### config.mk
export PLATFORM = sky130hd
export DESIGN_NAME = mem_arbiter
export DESIGN_NICKNAME = d
export VERILOG_FILES = /design/src/rtl/mem_arbiter_pkg.sv /design/src/rtl/mem_arbiter_pick.sv /design/src/rtl/mem_arbiter.sv
export SDC_FILE = /design/constraint.sdc
export NUM_CORES = 1
export LEC_CHECK = 0
export CORE_AREA = 2 2 124 126
export DETAILED_ROUTE_END_ITERATION = 10
export DIE_AREA = 0 0 126 128
export PLACE_DENSITY = 0.78
export SLEW_MARGIN = 20
export SYNTH_ARGS = -nofsm -noshare
export SYNTH_HDL_FRONTEND = slang
export SYNTH_SLANG_ARGS = --single-unit
### constraint.sdc
create_clock -name clk -period 2.35 [get_ports clk]
set_clock_uncertainty 0.15 [all_clocks]
set_input_delay 0.47 -clock clk [delete_from_list [all_inputs] [get_ports clk]]
set_output_delay 0.47 -clock clk [all_outputs]
set_load 0.1 [all_outputs]
### src/rtl/mem_arbiter_pkg.sv
// Shared types and constants for the two-port memory arbiter.
// Holds FSM encoding, port ids, word width and the latched-request record.
package mem_arbiter_pkg;

  localparam int WORD_W = 32;

  localparam logic PORT_IF = 1'b0;
  localparam logic PORT_D  = 1'b1;

  typedef enum logic [1:0] {
    ST_IDLE   = 2'd0,
    ST_ACCESS = 2'd1,
    ST_WAIT   = 2'd2,
    ST_DONE   = 2'd3
  } state_t;

  typedef struct packed {
    logic              port;
    logic              we;
    logic [WORD_W-1:0] addr;
    logic [WORD_W-1:0] wdata;
  } req_t;

endpackage

### src/rtl/mem_arbiter_pick.sv
// Combinational winner selection between fetch and data ports, plus the
// next value of the fetch-starvation counter for the arbitration cycle.
module mem_arb_pick
  import mem_arbiter_pkg::*;
#(
  parameter int STARVE_MAX = 2,
  parameter int CNT_W      = 2
) (
  input  logic             i_if_req,
  input  logic             i_d_req,
  input  logic [CNT_W-1:0] i_starve_cnt,
  output logic             o_grant_vld,
  output logic             o_grant_port,
  output logic [CNT_W-1:0] o_starve_nxt
);

  localparam logic [CNT_W-1:0] MAX_CNT = CNT_W'(STARVE_MAX);

  logic w_fetch_forced;

  assign w_fetch_forced = i_if_req && (i_starve_cnt == MAX_CNT);

  always_comb begin
    o_grant_vld  = i_if_req | i_d_req;
    o_grant_port = PORT_IF;
    o_starve_nxt = '0;
    if (i_d_req && !w_fetch_forced) begin
      o_grant_port = PORT_D;
      // Only a data grant that overtakes a waiting fetch counts as starvation.
      if (i_if_req) begin
        o_starve_nxt = i_starve_cnt + 1'b1;
      end
    end
  end

endmodule

### src/rtl/mem_arbiter.sv
// Arbitrates a fetch port and a data port onto one memory, one access in flight.
// Data wins by default; fetch is forced through after STARVE_MAX overtaking data grants.
module mem_arbiter
  import mem_arbiter_pkg::*;
#(
  parameter int READ_LAT   = 1,
  parameter int STARVE_MAX = 2
) (
  input  logic              clk,
  input  logic              rst_n,
  input  logic              if_req,
  input  logic [WORD_W-1:0] if_addr,
  output logic              if_done,
  output logic [WORD_W-1:0] if_rdata,
  input  logic              d_req,
  input  logic              d_we,
  input  logic [WORD_W-1:0] d_addr,
  input  logic [WORD_W-1:0] d_wdata,
  output logic              d_done,
  output logic [WORD_W-1:0] d_rdata,
  output logic [WORD_W-1:0] mem_addr,
  output logic [WORD_W-1:0] mem_data_in,
  output logic              mem_write_signal,
  output logic              mem_read_signal,
  input  logic [WORD_W-1:0] mem_data_out
);

  localparam int         CNT_W = (STARVE_MAX < 2) ? 1 : $clog2(STARVE_MAX + 1);
  localparam logic [2:0] LAT   = 3'(READ_LAT);

  state_t            r_state;
  state_t            w_state_nxt;
  req_t              r_req;
  req_t              w_win;
  logic [CNT_W-1:0]  r_starve;
  logic [CNT_W-1:0]  w_starve_nxt;
  logic [2:0]        r_wait_cnt;
  logic [WORD_W-1:0] r_if_rdata;
  logic [WORD_W-1:0] r_d_rdata;
  logic              w_grant_vld;
  logic              w_grant_port;
  logic              w_wait_end;

  mem_arb_pick #(
    .STARVE_MAX(STARVE_MAX),
    .CNT_W     (CNT_W)
  ) u_pick (
    .i_if_req    (if_req),
    .i_d_req     (d_req),
    .i_starve_cnt(r_starve),
    .o_grant_vld (w_grant_vld),
    .o_grant_port(w_grant_port),
    .o_starve_nxt(w_starve_nxt)
  );

  // r_wait_cnt numbers the WAIT cycles from 1; ACCESS is cycle 0 of the read window.
  assign w_wait_end = (r_wait_cnt == LAT);

  // A fetch keeps the previous write data so mem_data_in does not move for reads.
  always_comb begin
    w_win.port  = w_grant_port;
    w_win.we    = 1'b0;
    w_win.addr  = if_addr;
    w_win.wdata = r_req.wdata;
    if (w_grant_port == PORT_D) begin
      w_win.we    = d_we;
      w_win.addr  = d_addr;
      w_win.wdata = d_wdata;
    end
  end

  always_ff @(posedge clk or negedge rst_n) begin
    if (!rst_n) begin
      r_state <= ST_IDLE;
    end else begin
      r_state <= w_state_nxt;
    end
  end

  always_comb begin
    w_state_nxt = r_state;
    case (r_state)
      ST_IDLE:   if (w_grant_vld) w_state_nxt = ST_ACCESS;
      ST_ACCESS: w_state_nxt = r_req.we ? ST_DONE : ST_WAIT;
      ST_WAIT:   if (w_wait_end) w_state_nxt = ST_DONE;
      ST_DONE:   w_state_nxt = ST_IDLE;
      default:   w_state_nxt = ST_IDLE;
    endcase
  end

  always_ff @(posedge clk or negedge rst_n) begin
    if (!rst_n) begin
      r_req      <= '0;
      r_starve   <= '0;
      r_wait_cnt <= '0;
      r_if_rdata <= '0;
      r_d_rdata  <= '0;
    end else begin
      if (r_state == ST_IDLE) begin
        r_starve <= w_starve_nxt;
        if (w_grant_vld) begin
          r_req <= w_win;
        end
      end
      if (r_state == ST_ACCESS) begin
        r_wait_cnt <= 3'd1;
      end else if (r_state == ST_WAIT && !w_wait_end) begin
        r_wait_cnt <= r_wait_cnt + 3'd1;
      end
      if (r_state == ST_WAIT && w_wait_end) begin
        if (r_req.port == PORT_D) begin
          r_d_rdata <= mem_data_out;
        end else begin
          r_if_rdata <= mem_data_out;
        end
      end
    end
  end

  // Read strobe spans READ_LAT cycles counted from ACCESS; the last WAIT cycle only captures.
  always_comb begin
    mem_write_signal = 1'b0;
    mem_read_signal  = 1'b0;
    if_done          = 1'b0;
    d_done           = 1'b0;
    case (r_state)
      ST_ACCESS: begin
        mem_write_signal = r_req.we;
        mem_read_signal  = ~r_req.we;
      end
      ST_WAIT: mem_read_signal = (r_wait_cnt < LAT);
      ST_DONE: begin
        if_done = (r_req.port == PORT_IF);
        d_done  = (r_req.port == PORT_D);
      end
      default: ;
    endcase
  end

  assign mem_addr    = r_req.addr;
  assign mem_data_in = r_req.wdata;
  assign if_rdata    = r_if_rdata;
  assign d_rdata     = r_d_rdata;

endmodule

==> summary.md <==
| Metric | Value |
|---|---|
| Status | completed |
| Critical Path Source Type | flop |
| Final ANT Viol Nets | 0 |
| Count of pins over their slew limit | 0 |
| Final cycle utilization of the critical path | 0.9719 |
| Area taken by multi-input logic gates | 2037 um^2 |
| Gr ovfl total | 0 |
| CTS H-Tree Depth | 4 |
| Final setup viols | 0 |
| Vias in the first global route | 4,701 |
| Clk root buf | clkbuf_16 |
| Clock transition at the registers of the reported paths | 0.06 ns |
| Min Tclk post-route | 2.284 ns |
| CP Data Arrival Time | 1.66 ns |
| Yosys Warn Count | 0 |
| Die ar. | 16,130 um^2 |
| Worst EP required | 1.73 ns |
| Yosys cell types | 34 |
| Count of input and output buffers | 264 |
| DRC violations left | 0 |
| DR pass1 iterations | 4 |
| Storage element area | 3428 um^2 |
| Fin. Hold Viols | 0 |
| GRT Total Usage | 0.1820 |
| Sink Count | 137 |
| Post-route cell area | 8897 um^2 |
| Starting Density | 0.4074 |
| RePlAce Congestion | 0.8165 |
| Slew HR | 0.5912 |
| Crit Path Category | flop to primary output |
| Chip Width | 126 um |
| Initial antenna violation count | 0 |
| Fmax | 437.8 MHz |
| Most used DFF post-synth | dfrtp_1 |
| Nets | 845 |
| Final WS setup | 0.06596 ns |
| RSZ-0062 raised after global routing | true |
| Vias per cell | 4.869 |
| Layout cells sized above 1 | 0.3515 |
| # diodes | 0 |
| Largest net degree at the start of global routing | 53 |
| Routed wire length | 14,780 um |
| CTS tree | done |
| EDFF count, synth | 0 |
| Core area | 14,860 um^2 |
| FF+latch count, synth | 137 |
| First-pass GRT wire length | 23,210 um |
| I/O pin count | 265 |
| Total of max-cap violations | 0 |
| Syn_nets | 638 |
| Register area share after synthesis | 0.5661 |
| WL per Instance | 16.33 um |
| Vias | 4,406 |
| DR iter-0 viols | 139 |
| DP HPWL | 10,700 um |
| Crit path capture type | primary output |
| Synth-to-layout area growth | 46.92% |
| Die Y | 128 um |
| Post-synth ARST share | 1.000 |
| Clk_lat worst skew | 0.41 ns |
| FP Rows | 45 |
| Slew @ Worst Pin | 0.6133 ns |
| Synth Area per Inst | 12.16 um^2 |
| CTS buffer count | 17 |
| Clock Path Buffers | 2 |
| Fillers | 1,205 |
| Post-Synthesis Cells | 498 |
| Crit-path max FO | 5 |
| Post-DP Area | 8208 um^2 |
| Mapped Area | 6056 um^2 |
| Dpl ws | 0.09463 ns |
| Hold Path Class | flop to flop |
final timing paths:
kind	startpoint	end	slack (ns)	depth (start not counted)
setup reg to reg	r_wait_cnt[0]	if_rdata[11]	0.28	4
setup / recovery	r_state[0]	mem_read_signal	0.07	5
hold / removal	mem_data_in[4]	mem_data_in[4]	0.34	1
min in group asynchronous	rst_n	d_rdata[10]	0.39	2
hold reg to reg	mem_data_in[4]	mem_data_in[4]	0.34	1
max in group asynchronous	rst_n	d_rdata[2]	1.05	3
Yosys cell counts, types with 2 or more instances:
cell	count	area (um^2)
a21oi_1	65	325.3
mux2_2	66	743.2
o21a_1	2	15.01
clkbuf_1	8	30.03
o21ai_0	2	10.01
buf_2	9	45.04
mux2_1	31	349.1
nand2_1	35	131.4
nor2b_1	3	18.77
nor2_1	34	127.6
buf_6	3	33.78
nand3_1	2	10.01
ha_1	7	87.58
dfrtp_1	137	3428
nor4bb_1	2	20.02
buf_4	67	503.0
inv_1	7	26.28
or3_1	2	12.51
cells in the final DEF, fill, tap and decap left out, drive strengths merged, types with 3 or more instances in the layout:
cell type | Yosys | final
clkbuf | 9 | 20
clkdlybuf4s50 | 0 | 131
inv | 7 | 8
nor2b | 3 | 3
bufinv | 0 | 4
mux2 | 97 | 97
clkinvlp | 0 | 3
o21ai | 3 | 3
clkinv | 0 | 3
buf | 79 | 144
a21oi | 65 | 65
ha | 7 | 7
dfrtp | 137 | 137
nand2 | 36 | 36
nor2 | 34 | 34
through the flow:
step | utilization | instances | hold WS, ns | TNS [ns]
3_5_place_dp | 0.5522 | 870 | 0.2509 | 0
4_1_cts | 0.5973 | 905 | 0.3449 | 0
2_1_floorplan | - | 498 | 0.02441 | 0
5_1_grt | 0.5986 | 905 | 0.3620 | -0.02600
6_report | 0.5986 | 905 | 0.3410 | 0
3_3_place_gp | 0.5522 | 870 | 0.2455 | 0
flip-flops by register name (all words and copies together) (netlist names):
| register | cells |
|---|---|
| r_wait_cnt | 3 |
| mem_addr | 32 |
| r_state | 2 |
| mem_data_in | 32 |
| r_req | 2 |
| if_rdata | 32 |
| d_rdata | 32 |
| r_starve | 2 |
layout make-up:
class	count	area share
clock buffers	20	0.05133
inverters	7	0.002953
flip-flops and latches	137	0.3853
repair buffers	276	0.2859
multi-input cells	266	0.2289
well taps	188	0.02644
clock inverters	11	0.01913
kinds of logic after synthesis:
family	after synthesis	synth area share
flip-flops	137	0.5661
multiplexers	98	0.1820
buffers and inverters	95	0.1062
AND/OR/NAND/NOR	83	0.05868
AO/OA/AOI/OAI	78	0.07252
adder cells (fa/ha/maj)	7	0.01446
routing by layer:
| metal | vias up | GRT usage | part of all wire |
|---|---|---|---|
| met5 | - | 0 | 0 |
| met4 | 0 | 0.07240 | 0.019 |
| met3 | 20 | 0.06052 | 0.069 |
| met2 | 171 | 0.3238 | 0.52 |
| met1 | 2176 | 0.2012 | 0.40 |
| li1 | 2039 | - | - |
critical path, cell delays in order (launching register included):
cell	delay, ns
dfrtp_1	0.40
buf_4	0.16
ha_4	0.17
nor2b_1	0.13
o21a_2	0.23
buf_12	0.16
repair_timing:
action,4_1_cts,5_1_grt
endpoints found under the hold margin,35,0
resized for setup,5,2
buffers inserted,3,0
gates cloned,0,0
hold buffers,1,0
endpoints found under the setup margin,1,1
pin swaps,2,1
Power is not shown: default switching activity piles up to over one toggle a cycle in this logic, so the estimate is an artifact.
